File: config.mk
export PLATFORM = sky130hd
export DESIGN_NAME = cv32e40p_ft_replica_manager
export DESIGN_NICKNAME = d
export VERILOG_FILES = /design/src/rtl/cv32e40p_ft_pkg.sv /design/src/rtl/cv32e40p_ft_healthy_pick.sv /design/src/rtl/cv32e40p_ft_replica_manager.sv
export SDC_FILE = /design/constraint.sdc
export NUM_CORES = 1
export LEC_CHECK = 0
export CORE_ASPECT_RATIO = 1.75
export CORE_UTILIZATION = 49
export CTS_BUF_LIST = sky130_fd_sc_hd__clkbuf_8
export DETAILED_ROUTE_END_ITERATION = 8
export PLACE_DENSITY = 0.7
export SYNTH_ARGS = -nofsm -noshare
export SYNTH_HDL_FRONTEND = slang
export SYNTH_SLANG_ARGS = --single-unit
File: constraint.sdc
create_clock -name clk -period 8.6 [get_ports clk]
set_input_delay 2.15 -clock clk [delete_from_list [all_inputs] [get_ports clk]]
set_output_delay 2.15 -clock clk [all_outputs]
set_load 0.05 [all_outputs]
File: src/rtl/cv32e40p_ft_pkg.sv
// Shared types and default parameters for the fault-tolerant replica manager.
package cv32e40p_ft_pkg;

    typedef enum logic [1:0] {
        TMR     = 2'd0,
        DMR     = 2'd1,
        SIMPLEX = 2'd2,
        NONE    = 2'd3
    } ft_mode_e;

    typedef enum logic [1:0] {
        RUN    = 2'd0,
        DRAIN  = 2'd1,
        SWITCH = 2'd2
    } ft_state_e;

    localparam int FT_N_UNITS_DEFAULT      = 4;
    localparam int FT_CNT_W_DEFAULT        = 4;
    localparam int FT_FAULT_THRESH_DEFAULT = 8;
    localparam int FT_DECAY_PERIOD_DEFAULT = 64;

endpackage

File: src/rtl/cv32e40p_ft_healthy_pick.sv
// Maps the fault map onto the first three healthy replicas and the
// redundancy mode that their count allows.
module cv32e40p_ft_healthy_pick
    import cv32e40p_ft_pkg::*;
#(
    parameter int N_UNITS = FT_N_UNITS_DEFAULT,
    parameter int IDX_W   = $clog2(N_UNITS)
) (
    input  logic [N_UNITS-1:0] fault_i,
    output logic [3*IDX_W-1:0] sel_idx_o,
    output ft_mode_e           mode_o,
    output logic [N_UNITS-1:0] mask_o,
    output logic               none_left_o
);

    localparam int CW = $clog2(N_UNITS + 1);

    logic [CW-1:0]    healthy;
    logic [IDX_W-1:0] idx0, idx1, idx2;

    always_comb begin
        healthy = '0;
        idx0    = '0;
        idx1    = '0;
        idx2    = '0;
        mask_o  = '0;
        for (int k = 0; k < N_UNITS; k++) begin
            if (!fault_i[k]) begin
                if (healthy == CW'(0)) idx0 = IDX_W'(k);
                if (healthy == CW'(1)) idx1 = IDX_W'(k);
                if (healthy == CW'(2)) idx2 = IDX_W'(k);
                if (healthy < CW'(3))  mask_o[k] = 1'b1;
                healthy = healthy + 1'b1;
            end
        end
    end

    // Unused voter inputs mirror the last real replica so the voter sees agreement.
    always_comb begin
        mode_o      = NONE;
        sel_idx_o   = '0;
        none_left_o = 1'b0;
        if (healthy >= CW'(3)) begin
            mode_o    = TMR;
            sel_idx_o = {idx2, idx1, idx0};
        end else if (healthy == CW'(2)) begin
            mode_o    = DMR;
            sel_idx_o = {idx1, idx1, idx0};
        end else if (healthy == CW'(1)) begin
            mode_o    = SIMPLEX;
            sel_idx_o = {idx0, idx0, idx0};
        end else begin
            none_left_o = 1'b1;
        end
    end

endmodule

File: src/rtl/cv32e40p_ft_replica_manager.sv
// Per-replica error tracking with leaky counters and drain-handshaked
// reconfiguration of the active replica set.
module cv32e40p_ft_replica_manager
    import cv32e40p_ft_pkg::*;
#(
    parameter int N_UNITS      = FT_N_UNITS_DEFAULT,
    parameter int CNT_W        = FT_CNT_W_DEFAULT,
    parameter int FAULT_THRESH = FT_FAULT_THRESH_DEFAULT,
    parameter int DECAY_PERIOD = FT_DECAY_PERIOD_DEFAULT,
    parameter int IDX_W        = $clog2(N_UNITS)
) (
    input  logic               clk,
    input  logic               rst_n,
    input  logic               unit_used_i,
    input  logic               ex_idle_i,
    input  logic               vote_valid_i,
    input  logic [N_UNITS-1:0] vote_err_i,
    input  logic               clear_i,
    output logic [N_UNITS-1:0] clock_gate_o,
    output logic [3*IDX_W-1:0] sel_idx_o,
    output ft_mode_e           mode_o,
    output logic               stall_o,
    output logic [N_UNITS-1:0] perm_faulty_o,
    output logic               totally_defective_o
);

    localparam int DEC_W = (DECAY_PERIOD > 1) ? $clog2(DECAY_PERIOD) : 1;

    logic [CNT_W-1:0]   cnt_q [N_UNITS];
    logic [CNT_W-1:0]   cnt_d [N_UNITS];
    logic [N_UNITS-1:0] fault_q, fault_d;
    logic [DEC_W-1:0]   decay_cnt_q, decay_cnt_d;
    ft_state_e          state_q, state_d;
    logic [N_UNITS-1:0] active_mask_q, active_mask_d;
    logic [3*IDX_W-1:0] sel_idx_q, sel_idx_d;
    ft_mode_e           mode_q, mode_d;

    logic [N_UNITS-1:0] hit;
    logic               clean_vote;
    logic               decay_tick;
    logic [3*IDX_W-1:0] tgt_sel;
    ft_mode_e           tgt_mode;
    logic [N_UNITS-1:0] tgt_mask;
    logic               none_left;

    cv32e40p_ft_healthy_pick #(
        .N_UNITS (N_UNITS),
        .IDX_W   (IDX_W)
    ) u_pick (
        .fault_i     (fault_q),
        .sel_idx_o   (tgt_sel),
        .mode_o      (tgt_mode),
        .mask_o      (tgt_mask),
        .none_left_o (none_left)
    );

    // Only disagreements of replicas currently feeding the voter count as errors.
    always_comb begin
        cnt_d       = cnt_q;
        fault_d     = fault_q;
        decay_cnt_d = decay_cnt_q;
        decay_tick  = 1'b0;
        hit         = vote_valid_i ? (vote_err_i & active_mask_q) : '0;
        clean_vote  = vote_valid_i && (hit == '0);

        if ((DECAY_PERIOD != 0) && clean_vote) begin
            if (decay_cnt_q == DEC_W'(DECAY_PERIOD - 1)) begin
                decay_cnt_d = '0;
                decay_tick  = 1'b1;
            end else begin
                decay_cnt_d = decay_cnt_q + 1'b1;
            end
        end

        for (int k = 0; k < N_UNITS; k++) begin
            if (!fault_q[k]) begin
                if (hit[k]) begin
                    if (cnt_q[k] != '1) cnt_d[k] = cnt_q[k] + 1'b1;
                end else if (decay_tick && (cnt_q[k] != '0)) begin
                    cnt_d[k] = cnt_q[k] - 1'b1;
                end
                if (cnt_d[k] == CNT_W'(FAULT_THRESH)) fault_d[k] = 1'b1;
            end
        end

        if (clear_i) begin
            for (int k = 0; k < N_UNITS; k++) cnt_d[k] = '0;
            fault_d     = '0;
            decay_cnt_d = '0;
        end
    end

    always_comb begin
        state_d       = state_q;
        active_mask_d = active_mask_q;
        sel_idx_d     = sel_idx_q;
        mode_d        = mode_q;
        stall_o       = 1'b0;
        case (state_q)
            RUN: begin
                if (tgt_mask != active_mask_q) state_d = DRAIN;
            end
            DRAIN: begin
                stall_o = 1'b1;
                if (ex_idle_i) state_d = SWITCH;
            end
            SWITCH: begin
                stall_o       = 1'b1;
                active_mask_d = tgt_mask;
                sel_idx_d     = tgt_sel;
                mode_d        = tgt_mode;
                state_d       = RUN;
            end
            default: state_d = RUN;
        endcase
    end

    always_ff @(posedge clk) begin
        if (!rst_n) begin
            for (int k = 0; k < N_UNITS; k++) cnt_q[k] <= '0;
            fault_q       <= '0;
            decay_cnt_q   <= '0;
            state_q       <= RUN;
            active_mask_q <= N_UNITS'(7);
            sel_idx_q     <= {IDX_W'(2), IDX_W'(1), IDX_W'(0)};
            mode_q        <= TMR;
        end else begin
            cnt_q         <= cnt_d;
            fault_q       <= fault_d;
            decay_cnt_q   <= decay_cnt_d;
            state_q       <= state_d;
            active_mask_q <= active_mask_d;
            sel_idx_q     <= sel_idx_d;
            mode_q        <= mode_d;
        end
    end

    assign clock_gate_o        = unit_used_i ? active_mask_q : '0;
    assign sel_idx_o           = sel_idx_q;
    assign mode_o              = mode_q;
    assign perm_faulty_o       = fault_q;
    assign totally_defective_o = none_left;

endmodule

==> results of run 1 <==
==> cells in the final DEF, fill, tap and decap left out, drive strengths merged, types with 2 or more instances in the layout <==
cell	count
nand3	24
o211ai	2
or3	4
a2bb2oi	2
o21ai	16
o22ai	3
nand4	8
nor3	8
nor2	34
xnor2	10
a21oi	24
a211oi	7
and4	2
a311oi	2
a31o	2
o31ai	3
o21a	3
clkdlybuf4s50	27
mux2i	8
a31oi	7
nand2b	6
and3	4
inv	23
ha	22
a21boi	3
xor2	6
and2	8
nand2	34
clkbuf	5
dfxtp	40
nor2b	3
o211a	2
==> power by group through the flow <==
stage | clock network [mW] | logic (mW) | registers [mW]
6_report | 0.156 | 0.112 | 0.199
5_1_grt | 0.167 | 0.122 | 0.201
4_1_cts | 0.159 | 0.112 | 0.199
3_5_place_dp | 0 | 0.112 | 0.204
3_3_place_gp | 0 | 0.109 | 0.204
2_1_floorplan | 0 | 0.0718 | 0.213
==> flip-flops by register name, indices dropped and copies added (netlist names) <==
| name | flops |
|---|---|
| mode_o | 2 |
| decay_cnt_q | 6 |
| sel_idx_o | 6 |
| perm_faulty_o | 4 |
| active_mask_q | 4 |
| state_q | 2 |
| cnt_q | 16 |
==> layer usage <==
metal,vias up,wire [µm],track usage [%]
li1,1279,-,-
met1,1170,2579,24.69
met2,47,3366,44.76
met3,6,224,3.576
met4,0,91,8.059
met5,-,0,0
==> worst max-delay path, cell delays in order (launching register included) <==
cell	delay [ns]
dfxtp_1	0.58
inv_1	0.25
fa_1	0.69
ha_1	0.26
nor2b_1	0.13
a31oi_1	0.29
and2_1	0.26
nand2_1	0.12
inv_1	0.07
clkdlybuf4s50_1	0.79
==> worst max-delay path by stage <==
stage | end | slack (ns) | depth (start not counted) | from
floorplan | totally_defective_o | 3.43 | 9 | perm_faulty_o[0]
global placement | clock_gate_o[0] | 2.82 | 3 | unit_used_i
detailed placement | clock_gate_o[0] | 2.80 | 3 | unit_used_i
CTS | totally_defective_o | 2.70 | 11 | perm_faulty_o[0]
global route | totally_defective_o | 2.43 | 11 | perm_faulty_o[0]
finish | totally_defective_o | 2.70 | 9 | perm_faulty_o[0]
==> cells in the mapped netlist, types with 2 or more instances <==
library cell	number	share of area (%)
o21a_1	3	0.82
a2bb2oi_1	2	0.63
a31oi_1	7	1.6
nor3_1	8	1.4
and4_1	2	0.63
clkbuf_1	13	1.8
nand2_1	34	4.6
buf_2	2	0.36
a21boi_0	2	0.54
nor2_1	34	4.6
o22ai_1	3	0.68
o21ai_0	16	2.9
nand3_1	24	4.3
xnor2_1	10	3.2
inv_1	23	3.1
ha_1	22	10
xor2_1	6	1.9
and3_1	2	0.45
a311oi_1	2	0.63
mux2i_1	8	2.9
nand2b_1	6	1.4
o31ai_1	2	0.54
or3_1	4	0.91
nor2b_1	3	0.68
dfxtp_1	40	29
o211a_1	2	0.72
nand4_1	8	1.8
a211oi_1	6	1.6
a31o_2	2	0.63
and2_1	7	1.6
and3_2	2	0.54
a21oi_1	24	4.3
==> cell type report <==
class / count / share of cell area (%)
Multi-Input combinational cell: 272 / 56.69
Sequential cell: 40 / 25.48
Timing Repair Buffer: 27 / 8.599
Tap cell: 74 / 2.946
Inverter: 23 / 2.747
Clock buffer: 5 / 2.189
Clock inverter: 3 / 1.354
==> stage by stage <==
stage,worst slack (ns),utilization (%),std cells,power [mW],hold slack (ns)
after floorplan,3.429,-,353,0.2848,0.4541
after CTS,2.696,58.83,444,0.4707,0.4864
after global routing,2.429,58.83,444,0.4902,0.5048
final,2.698,58.83,444,0.4669,0.4778
after global placement,2.817,56.74,436,0.3129,0.4543
after detailed placement,2.799,56.74,436,0.3153,0.4717
==> kinds of logic after synthesis <==
family	Yosys count
adders and majority gates	23
and+or+nand+nor	138
muxes	9
DFF	40
buffers and inverters	41
xor gates and xnor gates	16
AOI/OAI and AO/OA	86
==> out/qor.csv, run 1 <==
metric;value;unit
max-slew violation count;0;
Clock Sinks;40;
Synth cell types;56;
die width;58.75;µm
Crit path required time;6.45;ns
n_diodes;0;
H-tree depth reported by CTS;2;
DP Wirelength;4799;µm
Critical R2R Launch;perm_faulty_o[0];
CTS tree;built;
reg2reg end;sel_idx_o[4];
sequential power share;42.7;%
Compound-Gate Fraction of Synth Area;21.30;%
Max Freq;169.4;MHz
crit end category;output port;
global placement routability congestion;0.8843;
# Post-CTS Setup Buffers;0;
largest net degree at the start of global routing;21;
maximum fanout along the worst path;12;
port bufs;27;
Initial Util;51.69;%
CP Class;flop to output port;
Clk network pwr share;33.4;%
Gate power share;23.9;%
number of vias per cell;5.635;
Tcrit/Tclk final;68.63;%
cell area after synthesis;2761;µm²
crit path time final;5.902;ns
chip height;101.3;µm
synthesis warning total;0;
DRC;0;
Critical Path Start Type;flop;
DR iter-0 viols;98;
Synth Area in XOR/XNOR;5.075;%
Avg Cell Area, Syn;7.823;µm²
gr ovfl total;0;
status;finished, final reports clean;
wire per inst;14.10;µm
Hold Path Origin;mode_o[0];
post-synthesis simple-gate area fraction;24.15;%
hold path endpoint;mode_o[0];
maximum capacitance violations;0;
# resized after CTS;0;
Leak;1.199;nW
RSZ-0062 raised after global routing;no;
total global-route track usage;23.28;%
Seq/Total Area, Yosys;29.00;%
relative slew slack;43.74;%
total negative slack;0;ns
switching share of total power;31.46;%
Core ar.;5343;µm²
PD cells;148.6;nW/µm²
vias in the first global route;2404;
flops & latches, synth;40;
Area Growth Syn to Fin;13.82;%
total wire length;6260;µm
CTS Buffer Depth;2;
TritonRoute pass-1 iters;4;
initial antenna violation count;0;
Reg2Reg Depth;8;
Fillers;520;
reg2reg setup slack;5.70;ns
post-synthesis mux area share;3.308;%
Critical Path AT;3.75;ns
IR Drop Worst-Case VDD;0.00009575;V
clk root buf;clkbuf_8;
DP Area;3032;µm²
Synth Area in Adders;10.69;%
Internal Pwr Total;0.3201;mW
share of layout cells above drive strength 1;5.405;%
via count;2502;
die area;5951;µm²
Hold-fix buffers, CTS;0;
Worst-Skew Late Latency;0.30;ns
fin nets;402;
FFs w/ async S/R, synth;0;%
final setup violation count;0;
first-pass GRT wire length;10760;µm
syn nets;386;
largest family of logic cells by synthesized area;simple AND/OR/NAND/NOR gates;
switching pwr;0.1469;mW
row cnt;35;
worst hold path type;flop to flop;
Post-Synthesis Cells;353;
Fin Clk Skew;0.01120;ns
CTS Buf Count;5;
clk slew on worst S/H paths;0.08;ns
Post-synth EDFFs;0;
area of the multi-input gates;1782;µm²
Final Hold Vio Count;0;
Boundary Pins;28;
fin area;3143;µm²
register area;800.8;µm²
Tightest Pin Transition;0.8439;ns
Top FF cell, synth;dfxtp_1;
worst hold stages;2;
Post-DRT Antenna Nets;0;
Note: power is estimated with default switching activity, not from simulation.
==> run 2: changes to the inputs <==
PLACE_DENSITY = 0.73   (was 0.7)
clock period = 5.14 ns   (was 8.6 ns; I/O delays follow)
==> out/qor.csv, run 2 (synthesis gave the netlist of run 1 again) <==
metric;value;unit;change
status;finished, final reports clean;;unchanged
CTS tree;built;;unchanged
IR Drop Worst-Case VDD;0.0001342;V;was 0.00009575 V
Boundary Pins;28;;unchanged
Area Growth Syn to Fin;13.28;%;was 13.82%
Reg2Reg Depth;8;;unchanged
most frequent cells in the layout;dfxtp_1, nand2_1, nor2_1;;unchanged
DP Wirelength;4859;µm;was 4799 µm
most frequent CP cell;inv_1;;unchanged
initial antenna violation count;0;;unchanged
CTS Buffer Depth;2;;unchanged
number of vias per cell;5.735;;was 5.635
chip height;101.3;µm;unchanged
Crit path required time;3.86;ns;was 6.45 ns
TritonRoute pass-1 iters;4;;unchanged
CP Class;flop to output port;;unchanged
gr ovfl total;0;;unchanged
Placed Cells;438;;was 436
Most flops, register;cnt_q;;unchanged
total global-route track usage;23.37;%;was 23.28%
crit path time final;4.898;ns;
Post-DRT Antenna Nets;0;;unchanged
Critical Path AT;3.61;ns;was 3.75 ns
die width;58.75;µm;unchanged
Core ar.;5343;µm²;unchanged
n_diodes;0;;unchanged
RSZ-0062 raised after global routing;no;;unchanged
DRC;0;;unchanged
Clock Sinks;40;;unchanged
row cnt;35;;unchanged
slowest CP cell;clkdlybuf4s50_1;;unchanged
clk slew on worst S/H paths;0.08;ns;about the same
Worst-Skew Late Latency;0.30;ns;about the same
PD cells;231.8;nW/µm²;was 148.6 nW/µm²
commonest non-fill, non-tap cell in the layout;dfxtp_1;;unchanged
maximum fanout along the worst path;13;;was 12
CP cell instances;inv_1 > fa_1 > ha_1 > nor2b_1 > a31oi_1 > and2_1 > nand2_1 > inv_1 > clkdlybuf4s50_1;;unchanged
max-slew violation count;0;;unchanged
Leak;1.196;nW;was 1.199 nW
Slowest Stage Delay on Critical Path;0.79;ns;about the same
Max Freq;204.2;MHz;
via count;2552;;was 2502
Tcrit/Tclk final;95.29;%;
clk root buf;clkbuf_8;;unchanged
total wire length;6330;µm;was 6260 µm
Fin Clk Skew;0.003081;ns;was 0.01120 ns
delay-heaviest family, CP;buffers and inverters;;unchanged
relative slew slack;44.02;%;was 43.74%
CTS Buf Count;5;;unchanged
# resized after CTS;0;;unchanged
port bufs;27;;unchanged
final setup violation count;0;;unchanged
DR iter-0 viols;110;;was 98
final std cells w/o fill;445;;was 444
Tightest Pin Transition;0.8397;ns;was 0.8439 ns
Crit path buffers/inverters;3;;unchanged
first-pass GRT wire length;10740;µm;was 10760 µm
worst hold path type;flop to flop;;unchanged
stages on the worst setup path;9;;unchanged
worst hold stages;2;;unchanged
wire per inst;14.22;µm;was 14.10 µm
max reg flops;16;;unchanged
maximum capacitance violations;0;;unchanged
vias in the first global route;2437;;was 2404
die area;5951;µm²;unchanged
H-tree depth reported by CTS;2;;unchanged
crit end category;output port;;unchanged
fin nets;404;;was 402
global placement routability congestion;0.9256;;was 0.8843
# Post-CTS Setup Buffers;0;;unchanged
Critical Path Start Type;flop;;unchanged
largest net degree at the start of global routing;21;;unchanged
Fillers;524;;was 520
Tot Pwr;0.7251;mW;was 0.4669 mW
Hold-fix buffers, CTS;0;;unchanged
total negative slack;0;ns;unchanged
share of layout cells above drive strength 1;5.660;%;was 5.405%
Final Hold Vio Count;0;;unchanged
Initial Util;51.69;%;unchanged
## run 2: changes by cell type in the layout (fill, tap and decap cells not counted)
cell | previous run | this run
bufinv_16 | 1 | 0
buf_4 | 0 | 2
## run 2: tightest hold or removal path, cell delays in order (launching register included)
cell      delay [ns]
dfxtp_1         0.32
nand2b_1        0.06
a21oi_1         0.05
## run 2: layer usage
| metal | wire [µm] | GRT usage, % | vias to the layer above |
|---|---|---|---|
| li1 | - | - | 1282 |
| met1 | 2434 | 23.68 | 1194 |
| met2 | 3442 | 44.32 | 60 |
| met3 | 237 | 3.576 | 16 |
| met4 | 216 | 11.90 | 0 |
| met5 | 0 | 0 | - |
## run 2: worst paths after layout
path	end	from	slack, ns
setup / recovery	totally_defective_o	perm_faulty_o[2]	0.24
hold / removal	sel_idx_o[0]	sel_idx_o[0]	0.47
setup reg to reg	sel_idx_o[4]	perm_faulty_o[2]	2.31
hold reg to reg	sel_idx_o[0]	sel_idx_o[0]	0.47
## run 2: layout make-up
| cell class | count | area (µm²) | area share, % |
|---|---|---|---|
| inverter | 23 | 86.33 | 2.760 |
| multi-input combinational | 272 | 1782 | 56.96 |
| timing repair buffer | 29 | 285.3 | 9.120 |
| tap | 74 | 92.59 | 2.960 |
| clock inverter | 2 | 12.51 | 0.4000 |
| clock buffer | 5 | 68.82 | 2.200 |
| sequential | 40 | 800.8 | 25.60 |
## run 2: where the power goes
part | internal (mW) | leakage, nW | switching [mW]
logic | 0.0686 | 0.832 | 0.116
registers | 0.323 | 0.323 | 0.00970
clock network | 0.0920 | 0.0400 | 0.116
## run 2: stage by stage
step | instance area [µm²] | setup WS [ns] | util, % | hold WS [ns]
global route | 3128 | 0.003779 | 58.55 | 0.5057
global placement | 3047 | 0.6492 | 57.03 | 0.4566
floorplan | 2761 | 0.8345 | - | 0.4541
CTS | 3128 | 0.2314 | 58.55 | 0.4765
finish | 3128 | 0.2420 | 58.55 | 0.4724
detailed placement | 3047 | 0.5703 | 57.03 | 0.4629
